File: config.mk
export PLATFORM = sky130hd
export DESIGN_NAME = ram_burst_ctrl_flat
export DESIGN_NICKNAME = d
export VERILOG_FILES = /design/src/rtl/ram_ctrl_pkg.sv /design/src/rtl/ram_burst_ctrl_if.sv /design/src/rtl/rd_skid_fifo.sv /design/src/rtl/ram_burst_ctrl.sv /design/src/flat_wrapper.sv
export SDC_FILE = /design/constraint.sdc
export NUM_CORES = 1
export LEC_CHECK = 0
export ABC_AREA = 1
export CAP_MARGIN = 30
export CORE_MARGIN = 4
export CORE_UTILIZATION = 47
export DETAILED_ROUTE_END_ITERATION = 8
export PLACE_DENSITY_LB_ADDON = 0.12
export SLEW_MARGIN = 15
export SYNTH_ARGS = -nofsm -noshare
export SYNTH_HDL_FRONTEND = slang
export SYNTH_SLANG_ARGS = --single-unit
File: constraint.sdc
create_clock -name i_clk -period 1.7 [get_ports i_clk]
set_clock_uncertainty 0.05 [all_clocks]
set_input_delay 0.255 -clock i_clk [delete_from_list [all_inputs] [get_ports i_clk]]
set_output_delay 0.255 -clock i_clk [all_outputs]
set_load 0.05 [all_outputs]
File: src/rtl/ram_ctrl_pkg.sv
// Shared definitions for the burst RAM controller slice.
// Holds default widths, the controller state encoding and the read-issue throttle.
// Imported by the interface, the read FIFO and the controller top.
package ram_ctrl_pkg;

  localparam int DW = 8;
  localparam int AW = 6;

  typedef enum logic [1:0] {
    IDLE  = 2'd0,
    WRITE = 2'd1,
    READ  = 2'd2,
    DRAIN = 2'd3
  } state_t;

  // A new read may be issued only if, after this cycle's pop, the FIFO plus the
  // beat still coming back from the RAM leaves a free slot for it.
  function automatic logic fifo_has_room(input logic [1:0] count,
                                         input logic       inflight,
                                         input logic       pop);
    logic [2:0] occ;
    logic [2:0] lim;
    occ = {1'b0, count} + {2'b00, inflight};
    lim = 3'd2 + {2'b00, pop};
    return (occ < lim);
  endfunction

endpackage

File: src/rtl/ram_burst_ctrl_if.sv
// Client-side streams of the burst controller: command, write beats, read beats.
// master = client datapath, slave = controller.
// All three streams use valid/ready handshakes.
interface ram_burst_ctrl_if
  import ram_ctrl_pkg::*;
#(
  parameter int P_DW = ram_ctrl_pkg::DW,
  parameter int P_AW = ram_ctrl_pkg::AW
);
  logic            cmd_valid;
  logic            cmd_ready;
  logic            cmd_write;
  logic [P_AW-1:0] cmd_addr;
  logic [P_AW-1:0] cmd_len;
  logic            wr_valid;
  logic            wr_ready;
  logic [P_DW-1:0] wr_data;
  logic            rd_valid;
  logic            rd_ready;
  logic [P_DW-1:0] rd_data;

  modport master (
    output cmd_valid, cmd_write, cmd_addr, cmd_len, wr_valid, wr_data, rd_ready,
    input  cmd_ready, wr_ready, rd_valid, rd_data
  );

  modport slave (
    input  cmd_valid, cmd_write, cmd_addr, cmd_len, wr_valid, wr_data, rd_ready,
    output cmd_ready, wr_ready, rd_valid, rd_data
  );
endinterface

File: src/rtl/rd_skid_fifo.sv
// Two-entry synchronous FIFO buffering RAM read data ahead of the read stream.
// Latency: a push is visible at the head the following cycle.
// Push and pop in the same cycle are both honoured; the caller never pushes when full.
module rd_skid_fifo
  import ram_ctrl_pkg::*;
#(
  parameter int P_DW = ram_ctrl_pkg::DW
) (
  input  logic            i_clk,
  input  logic            i_rst,
  input  logic            i_push,
  input  logic [P_DW-1:0] i_push_dat,
  input  logic            i_pop,
  output logic [1:0]      o_count,
  output logic [P_DW-1:0] o_head
);
  logic [P_DW-1:0] r_mem [2];
  logic            r_wptr;
  logic            r_rptr;
  logic [1:0]      r_count;

  // Pointer and occupancy tracking; reset flushes the contents.
  always_ff @(posedge i_clk) begin
    if (i_rst) begin
      r_wptr  <= 1'b0;
      r_rptr  <= 1'b0;
      r_count <= 2'd0;
    end else begin
      if (i_push) r_wptr <= ~r_wptr;
      if (i_pop)  r_rptr <= ~r_rptr;
      case ({i_push, i_pop})
        2'b10:   r_count <= r_count + 2'd1;
        2'b01:   r_count <= r_count - 2'd1;
        default: r_count <= r_count;
      endcase
    end
  end

  // Storage needs no reset; occupancy alone decides what is valid.
  always_ff @(posedge i_clk) begin
    if (i_push) r_mem[r_wptr] <= i_push_dat;
  end

  assign o_count = r_count;
  assign o_head  = r_mem[r_rptr];

endmodule

File: src/rtl/ram_burst_ctrl.sv
// Burst initiator for a single-port RAM with registered read data.
// Latency: writes hit the RAM in the beat cycle; read data appears 3 cycles after the command.
// Backpressure: write stalls on wr_valid gaps; read issues throttle so the 2-entry FIFO never overflows.
module ram_burst_ctrl
  import ram_ctrl_pkg::*;
#(
  parameter int P_DW = ram_ctrl_pkg::DW,
  parameter int P_AW = ram_ctrl_pkg::AW
) (
  input  logic              i_clk,
  input  logic              i_rst,
  ram_burst_ctrl_if.slave   bus,
  output logic              o_busy,
  output logic              o_done,
  output logic [P_AW-1:0]   o_ram_addr,
  output logic [P_DW-1:0]   o_ram_din,
  output logic              o_ram_we,
  input  logic [P_DW-1:0]   i_ram_dout
);
  localparam logic [P_AW-1:0] L_ONE  = P_AW'(1);
  localparam logic [P_AW-1:0] L_ZERO = '0;

  state_t          r_state;
  logic [P_AW-1:0] r_addr;
  logic [P_AW-1:0] r_cnt;
  logic            r_inflight;
  logic            r_done;

  logic [1:0]      w_fifo_count;
  logic [P_DW-1:0] w_fifo_head;
  logic            w_rd_valid;
  logic            w_pop;
  logic            w_issue;
  logic            w_wr_beat;

  assign w_rd_valid = (w_fifo_count != 2'd0);
  assign w_pop      = w_rd_valid & bus.rd_ready;
  assign w_wr_beat  = (r_state == WRITE) & bus.wr_valid;
  assign w_issue    = (r_state == READ) & fifo_has_room(w_fifo_count, r_inflight, w_pop);

  // Burst sequencing: command capture, per-beat address/count stepping and completion pulse.
  always_ff @(posedge i_clk) begin
    if (i_rst) begin
      r_state    <= IDLE;
      r_addr     <= L_ZERO;
      r_cnt      <= L_ZERO;
      r_inflight <= 1'b0;
      r_done     <= 1'b0;
    end else begin
      r_done     <= 1'b0;
      r_inflight <= w_issue;
      case (r_state)
        IDLE: begin
          if (bus.cmd_valid) begin
            r_addr  <= bus.cmd_addr;
            r_cnt   <= bus.cmd_len;
            r_state <= bus.cmd_write ? WRITE : READ;
          end
        end
        WRITE: begin
          if (bus.wr_valid) begin
            r_addr <= r_addr + L_ONE;
            r_cnt  <= r_cnt - L_ONE;
            if (r_cnt == L_ZERO) begin
              r_state <= IDLE;
              r_done  <= 1'b1;
            end
          end
        end
        READ: begin
          if (w_issue) begin
            r_addr <= r_addr + L_ONE;
            r_cnt  <= r_cnt - L_ONE;
            if (r_cnt == L_ZERO) r_state <= DRAIN;
          end
        end
        DRAIN: begin
          if (!r_inflight && (w_fifo_count == 2'd0)) begin
            r_state <= IDLE;
            r_done  <= 1'b1;
          end
        end
        default: r_state <= IDLE;
      endcase
    end
  end

  rd_skid_fifo #(.P_DW(P_DW)) u_rd_fifo (
    .i_clk      (i_clk),
    .i_rst      (i_rst),
    .i_push     (r_inflight),
    .i_push_dat (i_ram_dout),
    .i_pop      (w_pop),
    .o_count    (w_fifo_count),
    .o_head     (w_fifo_head)
  );

  assign bus.cmd_ready = (r_state == IDLE);
  assign bus.wr_ready  = (r_state == WRITE);
  assign bus.rd_valid  = w_rd_valid;
  assign bus.rd_data   = w_fifo_head;

  assign o_busy     = (r_state != IDLE);
  assign o_done     = r_done;
  assign o_ram_addr = r_addr;
  assign o_ram_din  = bus.wr_data;
  assign o_ram_we   = w_wr_beat;

endmodule
File: src/flat_wrapper.sv
// flat-port wrapper written by rule: the top's interface ports become plain ports
module ram_burst_ctrl_flat import ram_ctrl_pkg::*;
#(
  parameter int P_DW = ram_ctrl_pkg::DW,
  parameter int P_AW = ram_ctrl_pkg::AW
)
  (i_clk, i_rst, o_busy, o_done, o_ram_addr, o_ram_din, o_ram_we, i_ram_dout, bus_cmd_valid, bus_cmd_write, bus_cmd_addr, bus_cmd_len, bus_wr_valid, bus_wr_data, bus_rd_ready, bus_cmd_ready, bus_wr_ready, bus_rd_valid, bus_rd_data);
  ram_burst_ctrl_if #(.P_DW(P_DW), .P_AW(P_AW)) bus_i ();
  input  logic i_clk;
  input  logic i_rst;
  output logic o_busy;
  output logic o_done;
  output logic [P_AW-1:0] o_ram_addr;
  output logic [P_DW-1:0] o_ram_din;
  output logic o_ram_we;
  input  logic [P_DW-1:0] i_ram_dout;
  input wire logic [$bits(bus_i.cmd_valid)-1:0] bus_cmd_valid;
  input wire logic [$bits(bus_i.cmd_write)-1:0] bus_cmd_write;
  input wire logic [$bits(bus_i.cmd_addr)-1:0] bus_cmd_addr;
  input wire logic [$bits(bus_i.cmd_len)-1:0] bus_cmd_len;
  input wire logic [$bits(bus_i.wr_valid)-1:0] bus_wr_valid;
  input wire logic [$bits(bus_i.wr_data)-1:0] bus_wr_data;
  input wire logic [$bits(bus_i.rd_ready)-1:0] bus_rd_ready;
  output wire logic [$bits(bus_i.cmd_ready)-1:0] bus_cmd_ready;
  output wire logic [$bits(bus_i.wr_ready)-1:0] bus_wr_ready;
  output wire logic [$bits(bus_i.rd_valid)-1:0] bus_rd_valid;
  output wire logic [$bits(bus_i.rd_data)-1:0] bus_rd_data;
  assign bus_i.cmd_valid = bus_cmd_valid;
  assign bus_i.cmd_write = bus_cmd_write;
  assign bus_i.cmd_addr = bus_cmd_addr;
  assign bus_i.cmd_len = bus_cmd_len;
  assign bus_i.wr_valid = bus_wr_valid;
  assign bus_i.wr_data = bus_wr_data;
  assign bus_i.rd_ready = bus_rd_ready;
  assign bus_cmd_ready = bus_i.cmd_ready;
  assign bus_wr_ready = bus_i.wr_ready;
  assign bus_rd_valid = bus_i.rd_valid;
  assign bus_rd_data = bus_i.rd_data;
  ram_burst_ctrl #(.P_DW(P_DW), .P_AW(P_AW)) u_core (.i_clk(i_clk), .i_rst(i_rst), .bus(bus_i), .o_busy(o_busy), .o_done(o_done), .o_ram_addr(o_ram_addr), .o_ram_din(o_ram_din), .o_ram_we(o_ram_we), .i_ram_dout(i_ram_dout));
endmodule
== Word level (Yosys, flattened, before mapping) ==
Memories as Yosys holds them, arrays and structs flattened. A register that Yosys moved wholly into a read port is not among the register bits.
Cells that the tools add are included.
W data, S select, Z words.
Storage, ports and cells
  register bits: 20
  memory bits (writable): 16
  input bits: 34
  word-level logic and storage cells: 68
  memories: 1
Operators by class
  add/sub/neg operators: 6
  order comparisons: 1
  equal/unequal tests: 11
  mux-type cells: 25
  bitwise logic cells: 5
  reductions and logical operators: 11
Memory list
  u_core.u_rd_fifo.r_mem: depth 2, width 8, rd ports 1, clocked after memory_dff 1, write ports 1, line rd_skid_fifo.sv:17  | logic [P_DW-1:0] r_mem [2];
Operator list (number)
  $mux W6: 6
  $pmux W6 S3: 2
  $mux W2: 7
  $pmux W2 S4: 1
  $mux W1: 7
  $add A6 B1 Y6 const B: 1
  $eq A2 B2 Y1 const B: 3
  $logic_not A6 Y1: 1
  $ne A2 B1 Y1 const B: 3
  $ne A2 B2 Y1 const B: 3
  $reduce_and A6 Y1: 1
  $reduce_bool A2 Y1: 3
  $sub A6 B1 Y6 const B: 1
  $eq A2 B1 Y1 const B: 2
  $logic_not A2 Y1: 2
  $pmux W2 S2: 1
  $reduce_and A4 Y1: 1
  $add A2 B1 Y3: 1
  $add A2 B1 Y3 const A: 1
  $and A1 B1 Y1: 3
  $lt A3 B3 Y1: 1
  $reduce_bool A3 Y1: 1
  $add A2 B1 Y2 const B: 1
  $not A1 Y1: 2
  4 further kinds: 4

== Logic depth before layout (Yosys ltp) ==
  depth in word-level cells: 7
  depth in mapped cells: 10
  depth with buffers taken out: 10

== By module ==
From an unflattened synthesis, not the netlist that was laid out.
Unflattened totals
  cells, all modules: 256
  area total of the unflattened synthesis: 2068.2 µm²
By module, submodules not included
  ram_burst_ctrl: instances 1, cells each 201, area an instance 1242.4 µm², seq. area each 320.3 µm²
  rd_skid_fifo: instances 1, cells each 55, area an instance 825.8 µm², seq. area each 580.6 µm²

== Worst setup path after synthesis ==
Ideal clock, no wire load.
  path kind: register to register
  start point: register u_core.r_state[0]
  end point: register u_core.r_state[0]
  setup time: 0.115 ns
  arrival: 1.757 ns
  required time: 1.535 ns
  slack: -0.221 ns
  cell stages (with the launch flop): 9
  buffers on the path: 0
  period minus slack after synthesis: 1.921 ns
  cell sequence: dfxtp_1 -> inv_1 -> ha_1 -> inv_1 -> nand2_1 -> a21boi_0 -> nand3_1 -> nand2_1 -> nor2_1
Between the ends
  elaborated cells between the ends (all ways): 13
  those cells by class: eq/ne (9); mux (1); bitwise (1); reduce/logical (2)
RTL lines
  start: declaration: line ram_burst_ctrl.sv:23  | state_t r_state;
  start signal: assignment: line ram_burst_ctrl.sv:57  | r_state <= bus.cmd_write ? WRITE : READ;
  $logic_not A2 Y1 (*)
  net bus_cmd_ready: line flat_wrapper.sv:24  | output wire logic [$bits(bus_i.cmd_ready)-1:0] bus_cmd_ready;
  $ne A2 B2 Y1 (no source line)
  $reduce_and A6 Y1 (no source line)
Mark *: on every way through the listed nets, which the timed path passes. The rest lies on a longest branch.
A chain may end at the register's enable or synchronous reset.

== Final worst setup path ==
  start point: register u_core.r_state[0]
  end point: register u_core.r_cnt[2]
Between the ends
  word-level cells in the longest chain between the ends: 4
  elaborated cells between the ends (all ways): 10
  those cells by class: eq/ne (5); mux (1); bitwise (1); reduce/logical (3)
RTL lines
  $eq A2 B2 Y1: line ram_burst_ctrl.sv:39, ram_burst_ctrl.sv:52
  $and A1 B1 Y1: line ram_burst_ctrl.sv:39  | assign w_issue = (r_state == READ) & fifo_has_room(w_fifo_count, r_inflight, w_pop);
  $ne A2 B1 Y1 (no source line)
  $reduce_and A4 Y1 (no source line)
  end signal: assignment: line ram_burst_ctrl.sv:56  | r_cnt <= bus.cmd_len;
  end signal: assignment: line ram_burst_ctrl.sv:63  | r_cnt <= r_cnt - L_ONE;
  end signal: assignment: line ram_burst_ctrl.sv:73  | r_cnt <= r_cnt - L_ONE;
  end: declaration: line ram_burst_ctrl.sv:25  | logic [P_AW-1:0] r_cnt;
Parallel ways exist; a longest one is shown, timed or not.

==> flow_metrics.env <==
export IMPL_run_status="completed"
export IMPL_grt_pass1_vias=1610
export IMPL_detailroute_via_count=1706
export IMPL_syn_instance_count=243
export IMPL_tritoncts_num_buffers=5
export IMPL_dominantRegCellSynth="sky130_fd_sc_hd__dfxtp_1"
export IMPL_critical_path_required_ns=1.84
export IMPL_cts_root_buf="sky130_fd_sc_hd__clkbuf_8"
export IMPL_synth_edff_count=16
export IMPL_postSynthNetCount=286
export IMPL_path_class="reg -> reg"
export IMPL_worst_setup_path_end_kind="flip-flop"
export IMPL_critical_path_peak_fanout=5
export IMPL_critical_path_arrival_ns=1.76
export IMPL_dpl_hpwl_um=3033
export IMPL_reg2regPathDepth=7
export IMPL_switching_power_mw=2.140
export IMPL_pre_cts_slack_ns=-0.009482
export IMPL_timing_critical_path_slowest_cell_delay_ns=0.37
export IMPL_clock_latency_ns=0.29
export IMPL_port_buffer_count=45
export IMPL_boundaryPins=62
export IMPL_hp_class="reg -> reg"
export IMPL_layout_drive_gt1_share=0.2591
export IMPL_holdPathStages=1
export IMPL_coreArea_um2=4115
export IMPL_drtIter0Drc=57
export IMPL_yosys_cell_types_count=33
export IMPL_timing_max_transition_violations_final=0
export IMPL_seqCellArea_um2=904.6
export IMPL_max_freq_ghz=0.6159
export IMPL_power_density_nw_per_um2=1735
export IMPL_grt_util_overall=0.1580
export IMPL_n_antenna_cell=0
export IMPL_hold_start="u_core.u_rd_fifo.r_rptr"
export IMPL_final_setup_worst_slack_ns=0.07636
export IMPL_fillers=359
export IMPL_setup_worst_path_start_class="flip-flop"
export IMPL_die_w_um=74.32
export IMPL_multi_input_comb_area_um2=952.2
export IMPL_fp_dieH_um=74.32
export IMPL_post_route_period_util=0.9551
export IMPL_placement_rows=23
export IMPL_power_clock_fraction=0.124
export IMPL_route_detailed_wl_per_inst_um=12.17
export IMPL_async_reset_ff_frac=0
export IMPL_cts_sinks=37
export IMPL_grt_remaining_overflow=0
export IMPL_rrSetupSlack_ns=0.08
export IMPL_layout_cell_area_non_filler_um2=2744
export IMPL_final_min_clock_period_ns=1.624
export IMPL_yosys_register_bits=37
export IMPL_number_of_warning_messages_in_the_yosys_log=0
export IMPL_overall_die_area_um2=5523
export IMPL_power_frac_seq=0.281
export IMPL_ctsHtreeMaxLevel=2
export IMPL_crit_path_top_delay_cell="sky130_fd_sc_hd__ha_2"
export IMPL_max_cap_violations=0
export IMPL_antenna_violation_net_count_after_detailed_routing=0
export IMPL_mappedNetlistArea_um2=2067
export IMPL_fin_total_pwr_mw=4.760
export IMPL_cts_clk_slew_worst_paths_ns=0.07
export IMPL_detail_route_wirelength_um=4272
export IMPL_max_slew_margin=0.6412
export IMPL_postSynthAreaPerCell_um2=8.506
export IMPL_viasPerCell=4.860
export IMPL_power_static_leakage_nw=1.234
export IMPL_first_pass_iters=4
export IMPL_synth_sequential_area_ratio=0.4358
export IMPL_p_sw_frac=0.4495
export IMPL_routability_cong=0.7565
export IMPL_tritoncts="yes"
export IMPL_worst_slew_pin_transition_ns=0.5376
export IMPL_grt_first_pass_wirelength_um=6893
export IMPL_regToRegEndpoint="u_core.r_cnt[2]"
export IMPL_post_route_drc_count=0
export IMPL_clockBufferDepth=2
export IMPL_finalSetupViolCount=0
export IMPL_placedInstanceArea_um2=2565
export IMPL_initial_utilization=0.5023
export IMPL_grt_antenna_before_repair=0
export IMPL_setup_repair_after_global_routing_missed_its_margin="true"
export IMPL_path_delay_family="adder cells"
export IMPL_synthToLayoutAreaGrowth_pct=32.75
export IMPL_share_comb_of_total_power=0.595
export IMPL_ir_drop_uv=812.0
export IMPL_timing_hold_violations_final=0
export IMPL_critPathBufInv=2
export IMPL_power_report_internal_total_mw=2.621
export IMPL_crit_reg2reg_launch="u_core.r_state[0]"
export IMPL_pin_count_of_the_biggest_net_entering_global_routing=20
export IMPL_hold_buffer_count_at_cts=0
export IMPL_cp_cell_sequence="inv_1, ha_2, clkinvlp_2, mux2i_1, nand3_1, nand2_1, nor2_1"
export IMPL_nNetsFinal=343
-- power by group through the flow --
stage                     combinational (mW)  clock (mW)  sequential [mW]
after global placement                  2.68           0             1.34
after global routing                    3.12       0.641             1.37
after floorplan                         1.77           0             1.49
after CTS                               2.75       0.600             1.34
final                                   2.83       0.590             1.34
after detailed placement                2.72           0             1.35
-- flip-flops by register name, summed over array words and instances, names as in the netlist, named ones only --
signal                    flops
u_core.u_rd_fifo.r_mem       16
u_core.o_ram_addr             6
u_core.r_cnt                  6
u_core.r_state                2
u_core.u_rd_fifo.o_count      2
u_core.o_done                 1
u_core.r_inflight             1
u_core.u_rd_fifo.r_rptr       1
u_core.u_rd_fifo.r_wptr       1
-- worst max-delay path by stage --
| stage | endpoint | slack [ns] | from | cells after the start |
|---|---|---|---|---|
| detailed placement | u_core.u_rd_fifo.o_count[1] | -0.009 | bus_rd_ready | 8 |
| floorplan | u_core.r_state[0] | 0.01 | u_core.r_state[0] | 8 |
| global placement | u_core.u_rd_fifo.o_count[1] | 0.02 | bus_rd_ready | 8 |
| global route | u_core.r_cnt[2] | -0.004 | u_core.r_state[1] | 7 |
| finish | u_core.r_cnt[2] | 0.08 | u_core.r_state[0] | 7 |
| CTS | u_core.o_ram_addr[5] | 0.06 | u_core.r_state[0] | 8 |
-- placed cells by master (no fill, tap or decap), drive strengths merged --
master and count:
nand3b 3, edfxtp 16, nand3 19, clkinv 3, clkbuf 6, nor2 27, clkinvlp 2, nor3 2
mux2i 2, o21bai 1, a21oi 15, o21ai 11, dfxtp 21, nand4 4, buf 38, nand2 57
inv 27, xor2 1, or2 3, clkdlybuf4s50 25, ha 9, mux2 8, a21boi 1
-- stage by stage --
step,cells,TNS [ns],utilization,hold slack (ns)
after global routing,351,-0.007729,0.6668,0.4584
after floorplan,243,0,-,0.2741
after global placement,333,0,0.6233,0.3917
after CTS,341,0,0.6449,0.4172
final,351,0,0.6668,0.4186
after detailed placement,333,-0.01136,0.6233,0.4062
-- final cells by class --
type                            count  share of cell area
Tap cell                           50             0.02280
Clock inverter                      2            0.003648
Timing Repair inverter              1            0.001824
Clock buffer                        6             0.02645
Timing Repair Buffer               63              0.2271
Sequential cell                    37              0.3297
Inverter                           29             0.04150
Multi-Input combinational cell    163              0.3470
-- timing repair --
action / CTS / global route
setup endpoints to repair: 9 / 8
cloned: 0 / 1
resized for setup: 3 / 3
setup buffers: 0 / 9
-- synthesized netlist by cell type (all sizes together) (2+ instances only) --
master | n | area (um2)
a21oi | 15 | 90.08
buf | 13 | 108.9
dfxtp | 21 | 420.4
edfxtp | 16 | 480.5
ha | 9 | 112.6
inv | 28 | 105.1
mux2 | 8 | 90.09
mux2i | 2 | 20.02
nand2 | 57 | 255.3
nand3 | 19 | 100.1
nand3b | 3 | 22.52
nand4 | 4 | 25.02
nor2 | 27 | 120.1
nor3 | 2 | 10.01
o21ai | 11 | 55.05
or2 | 3 | 18.77
-- routing by layer --
| layer | wire length, um | vias up | global-route usage |
|---|---|---|---|
| li1 | - | 901 | - |
| met1 | 1891 | 765 | 0.1939 |
| met2 | 2059 | 35 | 0.2795 |
| met3 | 280 | 5 | 0.04054 |
| met4 | 40 | 0 | 0.03557 |
| met5 | 0 | - | 0 |
-- logic make-up after synthesis --
| kind of cell | after synthesis | synth area share |
|---|---|---|
| mux | 10 | 0.05327 |
| flops | 37 | 0.4358 |
| xor+xnor | 1 | 0.004238 |
| compound gates | 28 | 0.07748 |
| simple gates | 115 | 0.2670 |
| buf+inv | 43 | 0.1077 |
| fa+ha+maj | 9 | 0.05448 |
No activity file was read; power rests on OpenSTA's default activity.
